$ cat src/rtl/mem_arbiter.sv
// Round-robin arbiter sharing one external memory port between two requesters.
// Serialises one transaction at a time: IDLE -> ACC -> (WAIT for reads) -> RESP -> IDLE.
module mem_arbiter #(
    parameter int WIDTH = 32
) (
    input  logic             clk,
    input  logic             reset,
    input  logic             req0,
    input  logic             we0,
    input  logic [WIDTH-1:0] adr0,
    input  logic [WIDTH-1:0] wdata0,
    output logic             ack0,
    output logic [WIDTH-1:0] rdata0,
    input  logic             req1,
    input  logic             we1,
    input  logic [WIDTH-1:0] adr1,
    input  logic [WIDTH-1:0] wdata1,
    output logic             ack1,
    output logic [WIDTH-1:0] rdata1,
    output logic             memread,
    output logic             memwrite,
    output logic [WIDTH-1:0] adr,
    output logic [WIDTH-1:0] writedata,
    input  logic [WIDTH-1:0] memdata,
    output logic             busy
);

    typedef enum logic [1:0] {
        IDLE = 2'd0,
        ACC  = 2'd1,
        WAIT = 2'd2,
        RESP = 2'd3
    } state_t;

    state_t state;
    state_t state_nxt;
    logic   last;
    logic   sel;
    logic   we_r;
    logic   grant;
    logic   grant_sel;

    // On a tie the port that did not win last time goes next.
    always_comb begin
        grant     = req0 | req1;
        grant_sel = (req0 & req1) ? ~last : req1;
        state_nxt = state;
        case (state)
            IDLE:    if (grant) state_nxt = ACC;
            ACC:     state_nxt = we_r ? RESP : WAIT;
            WAIT:    state_nxt = RESP;
            RESP:    state_nxt = IDLE;
            default: state_nxt = IDLE;
        endcase
    end

    always_ff @(posedge clk or posedge reset) begin
        if (reset) begin
            state <= IDLE;
        end else begin
            state <= state_nxt;
        end
    end

    always_ff @(posedge clk or posedge reset) begin
        if (reset) begin
            last      <= 1'b1;
            sel       <= 1'b0;
            we_r      <= 1'b0;
            adr       <= '0;
            writedata <= '0;
            rdata0    <= '0;
            rdata1    <= '0;
        end else begin
            if (state == IDLE && grant) begin
                sel       <= grant_sel;
                last      <= grant_sel;
                we_r      <= grant_sel ? we1 : we0;
                adr       <= grant_sel ? adr1 : adr0;
                writedata <= grant_sel ? wdata1 : wdata0;
            end
            // Memory returns read data during the cycle after the strobe.
            if (state == WAIT) begin
                if (sel) begin
                    rdata1 <= memdata;
                end else begin
                    rdata0 <= memdata;
                end
            end
        end
    end

    assign memread  = (state == ACC) & ~we_r;
    assign memwrite = (state == ACC) & we_r;
    assign ack0     = (state == RESP) & ~sel;
    assign ack1     = (state == RESP) & sel;
    assign busy     = (state != IDLE);

endmodule
$ cat config.mk
export PLATFORM = sky130hd
export DESIGN_NAME = mem_arbiter
export DESIGN_NICKNAME = d
export VERILOG_FILES = /design/src/rtl/mem_arbiter.sv
export SDC_FILE = /design/constraint.sdc
export NUM_CORES = 1
export LEC_CHECK = 0
export BUFFER_PORTS_ARGS = -buffer_cell sky130_fd_sc_hd__buf_4
export CAP_MARGIN = 20
export CORE_MARGIN = 10
export CORE_UTILIZATION = 36
export CTS_CLUSTER_SIZE = 8
export DETAILED_ROUTE_END_ITERATION = 10
export HOLD_SLACK_MARGIN = 0.1
export PLACE_DENSITY = 0.78
export SYNTH_ARGS = -nofsm -noshare
export SYNTH_HDL_FRONTEND = slang
export SYNTH_SLANG_ARGS = --single-unit
export TNS_END_PERCENT = 5
$ cat constraint.sdc
create_clock -name clk -period 5.3 [get_ports clk]
set_input_delay 0.265 -clock clk [delete_from_list [all_inputs] [get_ports clk]]
set_output_delay 0.265 -clock clk [all_outputs]
set_load 0.01 [all_outputs]
-- After elaboration in Yosys (flattened, before gate mapping)
Cells that the tools add are included.
- bits in registers: 133
- input bits: 166
- output and inout bits: 133
- word-level logic and storage cells: 33
- eq/ne operators: 4
- mux-type cells: 7
- bitwise operators: 9
- reduce and logical (&&, ||, !) cells: 5
- operators with widths (cell ; number):
    two-way mux 32 bit ; 2
    case mux 2 bit (4 select lines) ; 1
    bitwise AND 1 bit ; 5
    == test 2 bit, second input constant ; 2
    AND reduction 2 bit ; 2
    two-way mux 1 bit ; 3
    inverter 1 bit ; 3
    == test 2 x 1 -> 1 bit, second input constant ; 1
    zero test 2 bit ; 1
    two-way mux 2 bit ; 1
    inequality test 2 bit, second input constant ; 1
    nonzero test 2 bit ; 1
    logical AND 1 bit ; 1
    OR 1 bit ; 1

-- Depth between registers and ports, before layout
Gate-level depths: netlist of the first run.
- depth in word-level cells: 3
- gate-level depth with buffers: 8

-- Least setup slack after synthesis of the first run
OpenSTA, ideal clock, no wires.
- kind: reg2reg
- from: register state[0]
- to: register adr[14]
- arrival time: 1.382 ns
- data required time: 5.178 ns
- slack: 3.796 ns
- stages on the path, launching flop included: 9
- clock period less this slack: 1.504 ns
- cells stage by stage: dfrtp_1 inv_1 ha_1 clkbuf_2 o21ai_1 buf_4 buf_2 a21oi_1 a21oi_1
- cells in the longest elaborated chain, start to end: 2
- RTL lines (item ; line ; source):
    start, declared ; 35 ; state_t state;
    start signal, assigned ; 61 ; state <= state_nxt;
    zero test 2 bit ; 75 ; if (state == IDLE && grant) begin
    logical AND 1 bit ; 75 ;
    end signal, assigned ; 79 ; adr <= grant_sel ? adr1 : adr0;
    end, declared ; 22 ; output logic [WIDTH-1:0] adr,
No other way between the ends.
A chain may end at the register's enable or synchronous reset.

-- Worst setup path after layout of the first run
- from: register state[0]
- to: register writedata[22]
- cells in the longest elaborated chain, start to end: 2
- RTL lines (item ; line ; source):
    zero test 2 bit ; 75 ;
    logical AND 1 bit ; 75 ;
    end signal, assigned ; 80 ; writedata <= grant_sel ? wdata1 : wdata0;
    end, declared ; 23 ; output logic [WIDTH-1:0] writedata,
No other way between the ends.

==> results.md, run 1 <==
- Post-Syn Area: 0.00567 mm²
- Final hold vios: 0
- CTS tree: built
- Final core occ: 62.7%
- Min cycle time layout: 2.27 ns
- Syn_area_per_cell: 10.9 µm²
- GPL Wtd Cong: 0.775
- Clock tree root buffer cell: clkbuf_16
- CP endpoint kind: flop
- Peak supply drop: 296 µV
- Hold Crit Class: in -> reg
- Cells after Synth: 521
- Startpoint types: flop
- H-tree levels: 4
- Drt drc: 0
- Final wirelength: 22100 µm
- Largest net degree at the start of global routing: 68
- Skew final: 0.00923 ns
- Max_cap viols: 0
- Die area: 0.0212 mm²
- Arrival time at the worst endpoint: 2.60 ns
- Period utilisation layout: 42.8%
- Setup bufs post-CTS: 0
- I/O pin cnt: 299
- CTS Buffer Depth: 2
- Outcome: finished clean
- Die Y: 146 µm
- CORE AREA: 0.0153 mm²
- Multi-input gate area: 0.00213 mm²
- Worst-path fanout max: 48
- Placement row count: 45
- Max-Slew Margin vs Limit: 44.1%
- Clk sink count: 133
- RSZ-0062 raised after global routing: no
- Layout cells sized above 1: 43.6%
- Syn nets: 691
- First-pass GRT wire length: 34300 µm
- Routed Antenna Nets: 0
- Pleak: 4.56 nW
- YS warnings: 0
- Initial antenna violation count: 2
- Area delta synth->final: 69.3%
- Setup_tns: 0 ns
- Clock Latency Late Sink: 0.42 ns
- Grt total ovfl: 0
- Via/cell ratio: 4.88
- F_max: 441 MHz
- Distinct cell type count after synthesis: 25
- Filler cells: 1182
- Clk pin slew, worst setup/hold paths: 0.06 ns
- Initial Util: 37.0%
- Port Buf Inserts: 298
- Most frequent cells in the layout: buf_4, dfrtp_1, a21oi_1
- Commonest non-fill, non-tap cell in the layout: buf_4
- Worst-margin pin slew: 0.839 ns
- #FFs+latches synth: 133
- Vias in the first global route: 5936
- Placed Instances: 1001
- Sequential cell area fraction in the yosys report: 58.7%
- WP data required: 5.63 ns
- Average wire per standard cell: 19.5 µm
- Hpwl dp: 14400 µm
- Final #Nets: 1077
- DRT iter0 DRCs: 248
- Power per cell area: 581 mW/mm²
- Register Area: 0.00333 mm²
- Post-CTS resize count: 0
- GRT Overall Usage: 20.1%
- Setup Viol. Count Final: 0
- DR pass1 iterations: 5
- Via count: 5530
- Die width: 146 µm
- CP Class: reg -> reg
- Total CTS buffers: 17
- Max-slew violations: 0
- Finished Layout Cells: 1133
[layer usage]
metal	vias to the layer above	part of all wire, %	global-route usage, %
met1	2654	40	24.1
met5	-	0	0
met3	26	10	8.54
met4	0	1.9	6.83
met2	313	47	31.9
li1	2537	-	-
[per-stage QoR]
step                instance area [µm²]  setup slack (ns)  hold slack, ns  total power [mW]
finish                             9610              3.03           0.128              5.58
global route                       9610              2.87           0.125              5.91
CTS                                9600              3.05           0.110              5.56
detailed placement                 8040              3.05           0.411              4.32
global placement                   8040              3.15           0.407              4.24
floorplan                          5670              1.48           0.335              3.07
[where the power goes]
part	internal (mW)	switching, mW	total (mW)
Clock	0.669	0.504	1.17
Sequential	1.55	0.323	1.87
Combinational	1.26	1.27	2.53
Total	3.48	2.10	5.58
[registers in the layout, indices dropped and copies added (netlist names)]
name,cells
rdata0,32
last,1
rdata1,32
state,2
sel,1
we_r,1
adr,32
writedata,32
[worst max-delay path, stage by stage (launching register included)]
cell and delay, ns:
dfrtp_1 0.40, inv_1 0.13, ha_1 0.35, o21a_2 0.43, buf_4 0.53, nor2_1 0.11, a21oi_1 0.17
[final timing paths]
| check | to | cells after the start | start | slack, ns |
|---|---|---|---|---|
| hold reg to reg | rdata0[18]$_DFFE_PP0P_ | 1 | rdata0[18]$_DFFE_PP0P_ | 0.49 |
| max in group asynchronous | rdata1[20]$_DFFE_PP0P_ | 4 | reset | 3.47 |
| setup reg to reg | writedata[22]$_DFFE_PP0P_ | 6 | state[0]$_DFFE_PP0P_ | 3.03 |
| min in group asynchronous | rdata1[1]$_DFFE_PP0P_ | 3 | reset | 0.50 |
| hold / removal | adr[6]$_DFFE_PP0P_ | 3 | adr1[6] | 0.13 |
| setup / recovery | writedata[22]$_DFFE_PP0P_ | 6 | state[0]$_DFFE_PP0P_ | 3.03 |
[timing repair]
item,4_1_cts,5_1_grt
hold endpoints to repair,192,0
hold buffers,98,0
endpoints found under the setup margin,0,0
[cell usage after synthesis]
master    count  area (µm²)
dfrtp_1     132        3300
a21oi_1     111         556
nand2_1      68         255
nor2_1       66         248
mux2_2       38         428
mux2_1       27         304
buf_2        22         110
a21oi_2      20         175
buf_6         5        56.3
buf_4         4        30.0
clkbuf_1      4        15.0
ha_1          4        50.1
inv_1         4        15.0
a31oi_1       2        12.5
and2_1        2        12.5
nor2b_1       2        12.5
o21ai_1       2        10.0
a211oi_1      1        7.51
a21bo_2       1        10.0
a21boi_2      1        11.3
and3_1        1        6.26
clkbuf_2      1        5.00
dfstp_2       1        26.3
nand2b_1      1        6.26
o21a_1        1        7.51
[final cells by class]
cell class | instances | share of cell area (%)
clock inverters | 15 | 1.65
inverters | 4 | 0.208
well taps | 211 | 2.75
repair buffers | 403 | 34.0
diodes | 2 | 0.0521
flip-flops and latches | 133 | 34.7
multi-input cells | 348 | 22.2
clock buffers | 17 | 4.43
[kinds of logic after synthesis]
family	Yosys count	synth area share, %
muxes	65	12.9
and+or+nand+nor	140	9.53
DFF	133	58.7
buffers and inverters	40	4.08
adders and majority gates	4	0.882
AOI/OAI and AO/OA	139	13.9
(Power assumes the default switching activity.)
==> run 2, diff against run 1 <==
--- a/config.mk
+++ b/config.mk
@@ -5,6 +5,7 @@
 export SDC_FILE = /design/constraint.sdc
 export NUM_CORES = 1
 export LEC_CHECK = 0
+export ABC_AREA = 1
 export BUFFER_PORTS_ARGS = -buffer_cell sky130_fd_sc_hd__buf_4
 export CAP_MARGIN = 20
 export CORE_MARGIN = 10
@@ -12,7 +13,7 @@
 export CTS_CLUSTER_SIZE = 8
 export DETAILED_ROUTE_END_ITERATION = 10
 export HOLD_SLACK_MARGIN = 0.1
-export PLACE_DENSITY = 0.78
+export PLACE_DENSITY = 0.77
 export SYNTH_ARGS = -nofsm -noshare
 export SYNTH_HDL_FRONTEND = slang
 export SYNTH_SLANG_ARGS = --single-unit
==> constraint.sdc (replaced) <==
create_clock -name clk -period 2.1 [get_ports clk]
set_input_delay 0.105 -clock clk [delete_from_list [all_inputs] [get_ports clk]]
set_output_delay 0.105 -clock clk [all_outputs]
set_load 0.01 [all_outputs]
==> results.md, run 2 <==
- Outcome: finished clean (unchanged)
- Port Buf Inserts: 298 (unchanged)
- Max_cap viols: 0 (unchanged)
- Initial Util: 36.5% (was 37.0%)
- Syn_area_per_cell: 7.58 µm² (was 10.9 µm²)
- Synth Area in Compound Gates: 5.25% (was 13.9%)
- Final hold vios: 0 (unchanged)
- Met2 WL: 13000 µm (was 10400 µm)
- Max-slew violations: 0 (unchanged)
- Startpoint types: flop (unchanged)
- Clock tree root buffer cell: clkbuf_16 (unchanged)
- Worst Hold Depth: 4 (was 3)
- Hpwl dp: 15400 µm (was 14400 µm)
- Layout cells sized above 1: 27.4% (was 43.6%)
- Hold Crit Class: in -> reg (unchanged)
- Top sig layer: met4 (unchanged)
- I/O pin cnt: 299 (unchanged)
- Die width: 152 µm (was 146 µm)
- Total CTS buffers: 17 (unchanged)
- Pleak: 6.16 nW (was 4.56 nW)
- Skew final: 0.00616 ns (was 0.00923 ns)
- Period utilisation layout: 97.0% (was 42.8%)
- Largest family of logic cells by synthesized area: simple AND/OR/NAND/NOR gates (was compound AO/OA/AOI/OAI gates)
- GPL Wtd Cong: 0.832 (was 0.775)
- CP Class: reg -> reg (unchanged)
- Peak supply drop: 642 µV (was 296 µV)
- Vias in the first global route: 7219 (was 5936)
- Most used DFF post-synth: dfrtp_1 (unchanged)
- Setup Viol. Count Final: 0 (unchanged)
- CORE AREA: 0.0172 mm² (was 0.0153 mm²)
- Area leader, netlist: dfrtp_1 (unchanged)
- Finished Layout Cells: 1520 (was 1133)
- Die Y: 152 µm (was 146 µm)
- CP endpoint kind: flop (unchanged)
- Total power: 14.6 mW (was 5.58 mW)
- Synth top area share: 52.5% (was 58.2%)
- Metal3 WL: 1700 µm (was 2260 µm)
- Filler cells: 1309 (was 1182)
- Arrival time at the worst endpoint: 2.39 ns (was 2.60 ns)
- WP data required: 2.45 ns (was 5.63 ns)
- Multi-input gate area: 0.00210 mm² (was 0.00213 mm²)
- Post-synthesis xor/xnor area fraction: 0% (unchanged)
- Via/cell ratio: 4.69 (was 4.88)
- H-tree levels: 4 (unchanged)
- Post-Syn Area: 0.00629 mm² (was 0.00567 mm²)
- Min cycle time layout: 2.04 ns (was 2.27 ns)
- Max-Slew Margin vs Limit: 63.7% (was 44.1%)
- Sequential cell area fraction in the yosys report: 52.9% (was 58.7%)
- Final wirelength: 25200 µm (was 22100 µm)
- Die area: 0.0232 mm² (was 0.0212 mm²)
- DRT iter0 DRCs: 448 (was 248)
- Grt total ovfl: 0 (unchanged)
- Setup_tns: 0 ns (unchanged)
- Reg2reg path depth: 9 (was 6)
- Worst-path fanout max: 16 (was 48)
- YS warnings: 0 (unchanged)
- Routed Antenna Nets: 0 (unchanged)
- Worst-margin pin slew: 0.545 ns (was 0.839 ns)
- Via count: 7131 (was 5530)
- Register Area: 0.00333 mm² (unchanged)
- First-pass GRT wire length: 37900 µm (was 34300 µm)
- Async S/R FF share, synth: 100% (unchanged)
- Most frequent cell after synthesis: nand2_1 (was dfrtp_1)
- Syn nets: 1000 (was 691)
- Placement row count: 48 (was 45)
- Placed Instances: 1316 (was 1001)
- Power per cell area: 1310 mW/mm² (was 581 mW/mm²)
- Clk pin slew, worst setup/hold paths: 0.06 ns (about the same)
- #FFs+latches synth: 133 (unchanged)
- CTS tree: built (unchanged)
- Clk sink count: 133 (unchanged)
- Final #Nets: 1451 (was 1077)
- Post-Place Cell Area: 0.00876 mm² (was 0.00804 mm²)
- CTS Buffer Depth: 2 (unchanged)
- Clock Latency Late Sink: 0.42 ns (about the same)
- Adder-cell share of the synthesized area: 0.796% (was 0.882%)
- Largest net degree at the start of global routing: 82 (was 68)
- Cells after Synth: 830 (was 521)
- Post-Synth Simple-Gate Area: 27.0% (was 9.53%)
- Most frequent cells in the layout: buf_4, nand2_1, inv_1 (was buf_4, dfrtp_1, a21oi_1)
- Synth cell count leaders: nand2_1, inv_1, nand3_1 (was dfrtp_1, a21oi_1, nand2_1)
- Distinct cell type count after synthesis: 13 (was 25)
- Drt drc: 0 (unchanged)
- Crit path cell chain: inv_1 -> ha_2 -> inv_2 -> nor2_4 -> buf_4 -> buf_8 -> nand3_1 -> dlygate4sd3_1 -> nand2_1 (was inv_1 -> ha_1 -> o21a_2 -> buf_4 -> nor2_1 -> a21oi_1)
- Commonest non-fill, non-tap cell in the layout: buf_4 (unchanged)
- GRT Overall Usage: 20.1% (about the same)
- Number of synthesized flops with an enable pin: 0 (unchanged)
- Multiplexer share of the synthesized area: 0% (was 12.9%)
- Largest cells by area after synthesis: dfrtp_1, nand2_1, nand3_1 (was dfrtp_1, a21oi_1, mux2_2)
- DR pass1 iterations: 5 (unchanged)
- Critical-path top delay cell: dlygate4sd3_1 (was buf_4)
- Area delta synth->final: 76.8% (was 69.3%)
- Fin area: 0.0111 mm² (was 0.00961 mm²)
- Initial antenna violation count: 1 (was 2)
- F_max: 491 MHz (was 441 MHz)
- Met1 WL: 9350 µm (was 8930 µm)
- Max incr delay on CP: 0.57 ns (was 0.53 ns)
- Average wire per standard cell: 16.6 µm (was 19.5 µm)
run 2: cell count changes after synthesis, sizes merged, moves of 12 or more:
| cell | previous run | this run |
|---|---|---|
| nand2 | 68 | 271 |
| mux2 | 65 | 0 |
| a21oi | 131 | 0 |
| nor2 | 66 | 4 |
| o21ai | 2 | 66 |
| inv | 4 | 172 |
| nand3 | 0 | 133 |
| clkbuf | 5 | 17 |
run 2: power breakdown:
part	switching (mW)	total [mW]	internal [mW]
Combinational	3.60	6.94	3.34
Sequential	0.765	4.64	3.88
Clock	1.10	3.00	1.90
run 2: layout make-up:
class / instances / share of cell area, %
repair buffers: 479 / 37.4
flip-flops and latches: 133 / 29.9
multi-input cells: 478 / 18.9
inverters: 172 / 5.84
clock buffers: 20 / 4.02
well taps: 225 / 2.53
clock inverters: 12 / 1.37
diodes: 1 / 0.0225
run 2: final timing paths:
| check | start | to | slack, ns |
|---|---|---|---|
| min | req1 | writedata[1]$_DFFE_PP0P_ | 0.26 |
| max in group asynchronous | reset | writedata[3]$_DFFE_PP0P_ | 1.34 |
| max reg2reg | state[0]$_DFFE_PP0P_ | adr[30]$_DFFE_PP0P_ | 0.06 |
| max | state[0]$_DFFE_PP0P_ | adr[30]$_DFFE_PP0P_ | 0.06 |
| min in group asynchronous | reset | adr[27]$_DFFE_PP0P_ | 0.34 |
| min reg2reg | last$_DFFE_PP1P_ | last$_DFFE_PP1P_ | 0.47 |
run 2: repair_timing:
| action | in CTS | in global routing |
|---|---|---|
| hold buffers | 164 | 0 |
| endpoints found under the hold margin | 263 | 0 |
| setup buffers | 0 | 3 |
| gates resized for setup | 0 | 5 |
| setup endpoints to repair | 0 | 52 |
run 2: stage by stage:
stage / util (%) / worst slack, ns / hold WS (ns)
CTS: 63.8 / 0.0182 / 0.218
floorplan: - / 0.345 / 0.264
detailed placement: 50.8 / 0.466 / 0.249
finish: 64.5 / 0.0628 / 0.262
global placement: 50.8 / 0.553 / 0.239
global route: 64.5 / -0.0233 / 0.257
run 2: logic make-up (layout without fill, tap and decap cells):
group | Yosys count | after routing
adders and majority gates | 4 | 4
buffers and inverters | 219 | 683
other | 0 | 1
AOI/OAI and AO/OA | 66 | 66
DFF | 133 | 133
and+or+nand+nor | 408 | 408
run 2: routing by layer:
metal,up-vias,global-route usage (%)
met4,0,9.81
met1,3311,21.2
met2,338,36.1
li1,3405,-
met3,77,5.48
met5,-,0
run 2: worst max-delay path: cells and delay by family, from the launching register on:
kind,cells,cell delay (ns)
fa+ha+maj,1,0.22
buf+inv,5,1.07
simple gates,3,0.25
flops,1,0.42
==> run 3, diff against run 2 <==
--- a/config.mk
+++ b/config.mk
@@ -8,6 +8,7 @@
 export ABC_AREA = 1
 export BUFFER_PORTS_ARGS = -buffer_cell sky130_fd_sc_hd__buf_4
 export CAP_MARGIN = 20
+export CORE_ASPECT_RATIO = 0.5
 export CORE_MARGIN = 10
 export CORE_UTILIZATION = 36
 export CTS_CLUSTER_SIZE = 8
==> results.md, run 3 (synthesized netlist as in run 2, its figures left out) <==
- I/O pin cnt: 299 (unchanged)
- Hold Crit Class: in -> async (was in -> reg)
- CTS Buffer Depth: 2 (unchanged)
- Area delta synth->final: 76.1% (was 76.8%)
- R2R setup slack: 0.1 ns (was 0.06 ns)
- Die width: 207 µm (was 152 µm)
- Total power: 14.3 mW (was 14.6 mW)
- Net switching fraction of the power: 38.8% (was 37.5%)
- Clock tree root buffer cell: clkbuf_16 (unchanged)
- Commonest non-fill, non-tap cell in the layout: buf_4 (unchanged)
- Skew final: 0.0200 ns (was 0.00616 ns)
- Drt drc: 0 (unchanged)
- Port Buf Inserts: 298 (unchanged)
- Startpoint types: flop (unchanged)
- Clk pin slew, worst setup/hold paths: 0.07 ns (was 0.06 ns)
- Dpl ws: 0.478 ns (was 0.466 ns)
- GPL Wtd Cong: 0.817 (was 0.832)
- Placement row count: 34 (was 48)
- Final wirelength: 25300 µm (was 25200 µm)
- Final core occ: 64.1% (was 64.5%)
- Worst-path fanout max: 12 (was 16)
- Initial Util: 36.4% (was 36.5%)
- Final #Nets: 1450 (was 1451)
- Arrival time at the worst endpoint: 2.35 ns (was 2.39 ns)
- CP Class: reg -> reg (unchanged)
- DRT iter0 DRCs: 391 (was 448)
- First-pass GRT wire length: 39500 µm (was 37900 µm)
- DR pass1 iterations: 5 (unchanged)
- Sequential Power Share: 32.6% (was 31.8%)
- Pleak: 6.21 nW (was 6.16 nW)
- Peak supply drop: 716 µV (was 642 µV)
- Final worst slack: 0.0989 ns (was 0.0628 ns)
- Routed Antenna Nets: 0 (unchanged)
- Via/cell ratio: 4.79 (was 4.69)
- Setup Viol. Count Final: 0 (unchanged)
- Register Area: 0.00333 mm² (unchanged)
- CTS tree: built (unchanged)
- Vias in the first global route: 7796 (was 7219)
- Die Y: 113 µm (was 152 µm)
- Setup_tns: 0 ns (unchanged)
- Outcome: finished clean (unchanged)
- Grt total ovfl: 0 (unchanged)
- Clk pwr share: 21.6% (was 20.6%)
- Total CTS buffers: 17 (unchanged)
- Filler cells: 1291 (was 1309)
- Min cycle time layout: 2.00 ns (was 2.04 ns)
- Most frequent cells in the layout: buf_4, nand2_1, inv_1 (unchanged)
- Average wire per standard cell: 16.6 µm (about the same)
- Clock Latency Late Sink: 0.42 ns (about the same)
- Power per cell area: 1290 mW/mm² (was 1310 mW/mm²)
- Max_cap viols: 0 (unchanged)
- Internal power: 8.73 mW (was 9.11 mW)
- Initial antenna violation count: 1 (unchanged)
- Period utilisation layout: 95.3% (was 97.0%)
- Hpwl dp: 15400 µm (about the same)
- Die area: 0.0235 mm² (was 0.0232 mm²)
- Via count: 7319 (was 7131)
- Max-Slew Margin vs Limit: 58.7% (was 63.7%)
- CORE AREA: 0.0173 mm² (was 0.0172 mm²)
- Clk sink count: 133 (unchanged)
- NetSw: 5.54 mW (was 5.47 mW)
- Worst-margin pin slew: 0.620 ns (was 0.545 ns)
- Max-slew violations: 0 (unchanged)
- Comb pwr share: 45.8% (was 47.6%)
- Reg2reg path depth: 8 (was 9)
- Layout cells sized above 1: 27.5% (was 27.4%)
- Min Hold Slack: 0.156 ns (was 0.262 ns)
- F_max: 500 MHz (was 491 MHz)
- WP data required: 2.45 ns (about the same)
- Largest net degree at the start of global routing: 81 (was 82)
- Multi-input gate area: 0.00211 mm² (was 0.00210 mm²)
- GRT Overall Usage: 21.0% (was 20.1%)
- H-tree levels: 4 (unchanged)
- Final hold vios: 0 (unchanged)
- CP endpoint kind: flop (unchanged)
==> run 3: metrics by stage <==
| stage | instances | area, µm² |
|---|---|---|
| 6_report | 1529 | 11100 |
| 5_1_grt | 1528 | 11100 |
| 4_1_cts | 1525 | 11000 |
| 3_5_place_dp | 1328 | 8750 |
| 3_3_place_gp | 1328 | 8750 |
| 2_1_floorplan | 830 | 6290 |
==> run 3: worst max-delay path, stage by stage, from the launching register on <==
cell,delay [ns]
dfrtp_1,0.42
inv_1,0.13
ha_2,0.21
inv_1,0.10
nor2_4,0.15
buf_6,0.17
nand3_1,0.11
dlygate4sd3_1,0.59
nand2_1,0.07
==> run 3: repair_timing <==
action / CTS / global route
hold endpoints to repair: 264 / 0
endpoints found under the setup margin: 0 / 17
hold buffers: 165 / 0
resized for setup: 0 / 9
setup buffers: 0 / 1
==> run 3: worst paths after layout <==
kind                                 startpoint                     end
setup / recovery           state[0]$_DFFE_PP0P_      adr[2]$_DFFE_PP0P_
hold / removal                            reset     adr[25]$_DFFE_PP0P_
setup reg to reg           state[0]$_DFFE_PP0P_      adr[2]$_DFFE_PP0P_
hold reg to reg             adr[12]$_DFFE_PP0P_     adr[12]$_DFFE_PP0P_
max in group asynchronous                 reset  rdata1[28]$_DFFE_PP0P_
min in group clk            adr[12]$_DFFE_PP0P_     adr[12]$_DFFE_PP0P_
==> run 3: layout make-up <==
type                            count  area share [%]
Antenna cell                        2          0.0452
Clock buffer                       17            3.84
Clock inverter                     15            1.63
Inverter                          172            5.86
Multi-Input combinational cell    478            19.0
Sequential cell                   133            30.1
Tap cell                          234            2.64
Timing Repair Buffer              478            36.9
==> run 3: power groups by stage <==
stage | sequential (mW) | clock, mW | combinational (mW)
floorplan | 5.13 | 0 | 2.35
global placement | 4.60 | 0 | 5.84
detailed placement | 4.63 | 0 | 6.03
CTS | 4.62 | 3.16 | 6.38
global route | 4.80 | 3.27 | 7.14
finish | 4.65 | 3.08 | 6.54
==> run 3: layer usage <==
layer	part of all wire (%)	global-route usage, %	up-vias
li1	-	-	3406
met1	35	21.0	3424
met2	52	37.7	368
met3	6.8	5.29	121
met4	6.7	14.9	0
met5	0	0	-
